[config.mk]
export PLATFORM = sky130hd
export DESIGN_NAME = wb_ctrl_pipe
export DESIGN_NICKNAME = d
export VERILOG_FILES = /design/src/rtl/wb_ctrl_pipe.sv
export SDC_FILE = /design/constraint.sdc
export NUM_CORES = 1
export LEC_CHECK = 0
export CORE_MARGIN = 1
export CORE_UTILIZATION = 32
export DETAILED_ROUTE_END_ITERATION = 16
export PLACE_DENSITY = 0.77
export RECOVER_POWER = 50
export SYNTH_ARGS = -nofsm -noshare
export SYNTH_HDL_FRONTEND = slang
export SYNTH_SLANG_ARGS = --single-unit
export TNS_END_PERCENT = 20
[constraint.sdc]
create_clock -name clock -period 1.9 [get_ports clock]
set_clock_uncertainty 0.1 [all_clocks]
set_input_delay 0.38 -clock clock [delete_from_list [all_inputs] [get_ports clock]]
set_output_delay 0.38 -clock clock [all_outputs]
set_load 0.02 [all_outputs]
[src/rtl/wb_ctrl_pipe.sv]
// wb_ctrl_pipe: writeback control stage.
//
// Decodes instruction words from the memory stage into register-file
// writeback controls. The controls travel through DEPTH register stages
// (DEPTH = 1..4) with stall and flush. All outputs are taken from the last
// stage.
//
// Parameters:
//   INSTR_W  instruction width. Opcode is in_ir[3:0]. Dest is in_ir[4+RA_W-1:4].
//   RA_W     register address width. The register file has 2**RA_W entries.
//   DEPTH    number of stages from input to outputs. Latency is DEPTH cycles.
//
// Ports:
//   clock         rising-edge clock
//   reset         synchronous, active-high reset
//   in_valid      in_ir holds a valid instruction this cycle
//   in_ir         instruction word
//   stall         hold all stages; the input is not accepted
//   flush         invalidate all stages; takes priority over stall
//   rf_write      register file write enable
//   reg_in        writeback data select (1 = memory data, 0 = ALU result)
//   r1_wb_sel     force the write destination to R1
//   wb_dest       write destination address (0 when the last stage is empty)
//   wb_valid      the last stage holds a valid instruction
//   pending_mask  bit i set = an in-flight instruction will write register i
//   retire_cnt    saturating count of retired instructions
//
// Build option:
//   WB_RETIRE_CNT_EN  when defined, builds the retire counter.
//                     When undefined, retire_cnt is tied to zero.
module wb_ctrl_pipe #(
    parameter int unsigned INSTR_W = 8,
    parameter int unsigned RA_W    = 2,
    parameter int unsigned DEPTH   = 1
) (
    input  logic                 clock,
    input  logic                 reset,
    input  logic                 in_valid,
    input  logic [INSTR_W-1:0]   in_ir,
    input  logic                 stall,
    input  logic                 flush,
    output logic                 rf_write,
    output logic                 reg_in,
    output logic                 r1_wb_sel,
    output logic [RA_W-1:0]      wb_dest,
    output logic                 wb_valid,
    output logic [2**RA_W-1:0]   pending_mask,
    output logic [15:0]          retire_cnt
);

    localparam int unsigned LAST = DEPTH - 1;

    // Stage state: one bit per stage for each control flag, plus a dest array.
    logic [DEPTH-1:0] vld_q,   vld_d;
    logic [DEPTH-1:0] rfw_q,   rfw_d;
    logic [DEPTH-1:0] regin_q, regin_d;
    logic [DEPTH-1:0] r1_q,    r1_d;
    logic [RA_W-1:0]  dest_q [DEPTH];
    logic [RA_W-1:0]  dest_d [DEPTH];

    logic [3:0]      opcode;
    logic            dec_rfw;
    logic            dec_regin;
    logic            dec_r1;
    logic [RA_W-1:0] dec_dest;

    // Only the opcode and dest bits of in_ir are decoded. The remaining
    // bits are folded into this sink so they are not reported as dangling.
    logic unused_ir;
    assign unused_ir = ^in_ir;

    // Decode. The checks are evaluated in order; the first match wins.
    always_comb begin
        opcode    = in_ir[3:0];
        dec_rfw   = 1'b1;
        dec_regin = 1'b0;
        dec_r1    = 1'b0;
        if (opcode == 4'b0000) begin
            dec_regin = 1'b1;
        end else if (opcode == 4'b0010 || opcode == 4'b1010) begin
            dec_rfw   = 1'b0;
            dec_regin = 1'b1;
        end else if (opcode[2:0] == 3'b111) begin
            dec_r1    = 1'b1;
        end
        dec_dest = dec_r1 ? RA_W'(1) : in_ir[4 +: RA_W];
    end

    // Next-state for the stages. Flush clears only the valid bits. A stalled
    // cycle leaves every stage untouched and drops the input.
    always_comb begin
        vld_d   = vld_q;
        rfw_d   = rfw_q;
        regin_d = regin_q;
        r1_d    = r1_q;
        dest_d  = dest_q;
        if (flush) begin
            vld_d = '0;
        end else if (!stall) begin
            vld_d[0]   = in_valid;
            rfw_d[0]   = dec_rfw;
            regin_d[0] = dec_regin;
            r1_d[0]    = dec_r1;
            dest_d[0]  = dec_dest;
            for (int unsigned i = 1; i < DEPTH; i++) begin
                vld_d[i]   = vld_q[i-1];
                rfw_d[i]   = rfw_q[i-1];
                regin_d[i] = regin_q[i-1];
                r1_d[i]    = r1_q[i-1];
                dest_d[i]  = dest_q[i-1];
            end
        end
    end

    always_ff @(posedge clock) begin
        if (reset) begin
            vld_q   <= '0;
            rfw_q   <= '0;
            regin_q <= '0;
            r1_q    <= '0;
            for (int unsigned i = 0; i < DEPTH; i++) begin
                dest_q[i] <= '0;
            end
        end else begin
            vld_q   <= vld_d;
            rfw_q   <= rfw_d;
            regin_q <= regin_d;
            r1_q    <= r1_d;
            dest_q  <= dest_d;
        end
    end

    // Outputs come only from last-stage flops and are gated by its valid bit.
    assign wb_valid  = vld_q[LAST];
    assign rf_write  = vld_q[LAST] & rfw_q[LAST];
    assign reg_in    = vld_q[LAST] & regin_q[LAST];
    assign r1_wb_sel = vld_q[LAST] & r1_q[LAST];
    assign wb_dest   = vld_q[LAST] ? dest_q[LAST] : '0;

    // If two stages target the same register, they set the same bit.
    always_comb begin
        pending_mask = '0;
        for (int unsigned i = 0; i < DEPTH; i++) begin
            if (vld_q[i] && rfw_q[i]) begin
                pending_mask[dest_q[i]] = 1'b1;
            end
        end
    end

`ifdef WB_RETIRE_CNT_EN
    logic [15:0] retire_q, retire_d;

    // Count on every edge where the last stage leaves the pipe. Hold at the top value.
    always_comb begin
        retire_d = retire_q;
        if (!stall && !flush && vld_q[LAST] && retire_q != 16'hFFFF) begin
            retire_d = retire_q + 16'd1;
        end
    end

    always_ff @(posedge clock) begin
        if (reset) begin
            retire_q <= '0;
        end else begin
            retire_q <= retire_d;
        end
    end

    assign retire_cnt = retire_q;
`else
    assign retire_cnt = '0;
`endif

endmodule

Yosys cells after proc, flatten, opt, wreduce, memory -nomap -nowiden
Index checks and enable logic that the tools add are counted.
{ "classes": {"n_reduce_logical": 6, "muxes": 12, "n_bitwise": 5, "n_eq_ne": 3, "n_lt_le_gt_ge": 2} }
{ "ops": {"columns": ["operator", "count"], "rows": [
  ["two-way mux 1 bit", 8],
  ["equality test 4 x 2 -> 1 bit (second input constant)", 1],
  ["equality test 4 bit (second input constant)", 1],
  ["zero test 4 bit", 1],
  ["two-way mux 2 bit", 2],
  ["two-way mux 4 bit", 1],
  ["bitwise AND 1 bit", 3],
  ["equality test 3 bit (second input constant)", 1],
  ["less-than comparator 2 x 3 -> 1 bit (second input constant)", 1],
  ["demux 1 bit (select 2 bit)", 1],
  [">= comparator 2 x 1 -> 1 bit (second input constant)", 1],
  ["logical AND 1 bit", 2],
  ["NOT 1 bit", 2],
  ["AND reduction 2 bit", 1],
  ["OR reduction 2 bit", 1],
  ["logical OR 1 bit", 1]
]} }
{ "word_totals": {"word_cells": 33, "output_inout_bits": 26, "register_bits": 6} }

Depth between registers and ports, before layout
{ "depth": {"depth_word": 5, "depth_mapped": 2, "ltp_nobuf": 2} }

Worst setup path after synthesis
No wires, ideal clock.
{ "synth_timing": {"kind": "reg-to-output", "from": "register vld_q, in the netlist wb_valid", "to": "output port pending_mask[0]", "path_slack_ns": 0.330, "arrival_time_ns": 1.090, "path_stages_with_launch": 3, "cell_sequence": "dfxtp_1 > nand2_1 > nor3_1"} }
{ "synth_via": {"elab_chain_cells": 2} }
{ "synth_lines": {"columns": ["item", "line_no", "rtl"], "rows": [
  ["start, declared", "54", "logic [DEPTH-1:0] vld_q, vld_d;"],
  ["start signal, assigned", "125", "vld_q <= vld_d;"],
  ["logical AND 1 bit", "144", "if (vld_q[i] && rfw_q[i]) begin"],
  ["two-way mux 4 bit", "144", null],
  ["end, declared", "47", "output logic [2**RA_W-1:0] pending_mask,"]
]} }
Every way passes these cells.

Worst setup path in the final report
{ "layout_timing": {"from": "register vld_q, in the netlist wb_valid", "to": "output port wb_valid"} }
{ "layout_rtl": {"columns": ["item", "line_no", "rtl"], "rows": [
  ["end, declared", "46", "output logic wb_valid,"]
]} }
No word-level cell between the ends.

==> impl_results.md <==
* Status: complete, no violations
* Dpl hpwl at 700.6 µm
* Final setup fails at 0
* Reg2reg start: wb_valid
* Pin count of the biggest net entering global routing at 8
* Area of the mapped netlist at 449.2 µm²
* Static Leak at 0.3187 nW
* Ratio of total power to cell area at 535.5 nW/µm²
* Layout cells sized above 1 at 8.750%
* Critical Path End: wb_valid
* Num ports at 39
* Sequential element share of the synthesized area at 26.74%
* Critical path data required time at 1.42 ns
* Worst R2R End: wb_valid
* CP Depth at 1
* Setup Fix Bufs, Post-CTS at 0
* Tot GR Track Use at 13.43%
* Min Hold Slack at 0.3743 ns
* Crit-path slowest cell: clkdlybuf4s50_1
* DR WL/cell at 8.789 µm
* Worst-path fanout max at 6
* Tcrit/Tclk final at 91.00%
* Synth area leaders: dfxtp_1 (27%), buf_4 (27%), and2_1 (5.6%)
* Die area at 1557 µm²
* Achievable Freq at 578.4 MHz
* DR vias at 410
* DRT Wirelength at 835 µm
* RSZ-0062 raised after global routing: no
* Worst Setup SP: wb_valid
* Skew-Pair Late Insertion Delay at 0.24 ns
* Hold Path Class: reg -> reg
* CTS hold repair buffers at 0
* Antenna violations before repair at 0
* Synth warnings at 0
* Starting density of the core at 34.52%
* Diode count at 0
* Iter 0 DRT Violations at 1
* Worst Path Arrival at 1.25 ns
* CP Class: reg -> out
* # fillers at 132
* Final min period at 1.729 ns
* Number of global-route vias before repair at 339
* CTS Sinks at 6
* CTS buffer count at 3
* Core footprint at 1301 µm²
* Setup TNS at 0 ns
* Row Count at 13
* DR DRC count at 0
* Worst Reg-to-Reg Cells at 3
* WP buf/inv at 1
* Crit path largest cell delay at 0.63 ns
* Peak VDD IR at 0.0003464 V
* Netlist cell types at 22
* NumNets Final at 95
* GP Congestion at 0.8106
* FF-to-FF setup slack at 1.02 ns
* Max cap viols at 0
* Port Buffer Count at 20
* Final hold vios at 0
* Critical path endpoint category: output port
* Max Slew Vio Count at 0
* Syn Inst Count at 55
* Top Family by Delay on Critical Path: buffers and inverters
* Die Ht at 39.47 µm
* Clk slew on worst S/H paths at 0.04 ns
* Via density at 4.316
* Synth Register Bits at 6
* TritonCTS clock tree: yes
* Worst-case clock buffer depth at 2
* Post-DRT Antenna Nets at 0
* GRT overflow at 0
* Type of origin of the critical path: flip-flop
* Syn_area_per_cell at 8.167 µm²
* Router iterations before antenna repair at 3
* Clock Root Buffer: clkbuf_4
* Die X at 39.47 µm
* Area grow syn2layout at 37.88%
* Top-area cell type share of the netlist area at 26.74%
* H-tree depth at 1
* Yosys top cell by area: dfxtp_1
* Crit-path cells: clkdlybuf4s50_1
* Global-route wire length before repair at 1380 µm
[cell usage after synthesis]
library cell and instances:
nor4b_1 1, dfxtp_1 6, and2b_1 1, inv_1 4, conb_1 1, nand2_1 1
or2_1 1, or3_4 1, buf_4 16, o32ai_2 1, a32o_1 1, and2_1 4
nor2_1 3, nand2b_1 1, nor3_1 4, nand3_1 2, o22ai_1 1, mux2i_1 1
a221oi_1 2, nor4_1 1, or2_2 1, or2b_1 1
[cell type report]
type                            count  area [µm²]  share of cell area [%]
Inverter                            4       15.01                   2.424
Multi-Input combinational cell     44       237.7                   38.38
Timing Repair Buffer               23       205.2                   33.13
Clock buffer                        3       22.52                   3.636
Sequential cell                     6       120.1                   19.39
Tap cell                           15       18.77                   3.030
[cells in the final DEF, fill, tap and decap left out, types with 2 or more instances in the layout]
cell type,Yosys,final
inv_1,4,4
nor3_1,4,4
a221oi_1,2,2
dlygate4sd2_1,0,6
and2_1,4,4
clkbuf_4,0,3
nor2_1,3,3
dfxtp_1,6,6
clkdlybuf4s50_1,0,10
clkbuf_1,0,2
conb_1,1,16
buf_4,16,3
nand3_1,2,2
[state kept, by name, summed over array words and instances, names as in the netlist]
signal    count
wb_valid      1
dest_q        2
r1_q          1
rfw_q         1
regin_q       1
[worst min-delay path by stage]
| stage | end | depth (start not counted) | from |
|---|---|---|---|
| floorplan | rfw_q | 2 | rfw_q |
| global placement | rfw_q | 2 | rfw_q |
| detailed placement | r1_q | 2 | r1_q |
| CTS | r1_q | 2 | r1_q |
| global route | r1_q | 2 | r1_q |
| finish | r1_q | 2 | r1_q |
[per-layer routing]
metal / GRT usage (%) / vias to the layer above / routed length, µm
met5: 0 / - / 0
met4: 2.586 / 0 / 0
met3: 6.818 / 0 / 79
met2: 25.00 / 26 / 421
met1: 12.97 / 173 / 335
li1: - / 211 / -
[cells by family (layout without fill, tap and decap cells)]
kind of cell,Yosys count,in the layout,share of synthesized area [%]
simple gates,22,22,28.97
buf+inv,20,30,30.08
flops,6,6,26.74
compound gates,5,5,11.14
other cells,1,16,0.8349
mux,1,1,2.229
[through the flow]
step | setup slack [ns] | cell area [µm²] | std cells | power [mW] | utilization (%)
after floorplan | 0.3296 | 505.5 | 70 | 0.2098 | -
after global placement | 0.1752 | 626.9 | 92 | 0.2214 | 48.17
after detailed placement | 0.1697 | 626.9 | 92 | 0.2223 | 48.17
after CTS | 0.02718 | 641.9 | 95 | 0.3400 | 49.33
after global routing | 0.1084 | 619.3 | 95 | 0.3582 | 47.60
final | 0.1710 | 619.3 | 95 | 0.3317 | 47.60
[what timing repair did]
action	in CTS	in global routing
setup endpoints to repair	6	3
endpoints found under the hold margin	0	0
cloned	0	0
resized for setup	6	3
[power by group]
part | internal (mW) | switching, mW
Sequential | 0.132 | 0.00437
Combinational | 0.0323 | 0.0481
Clock | 0.0713 | 0.0436
No activity file was read; power rests on OpenSTA's default activity.
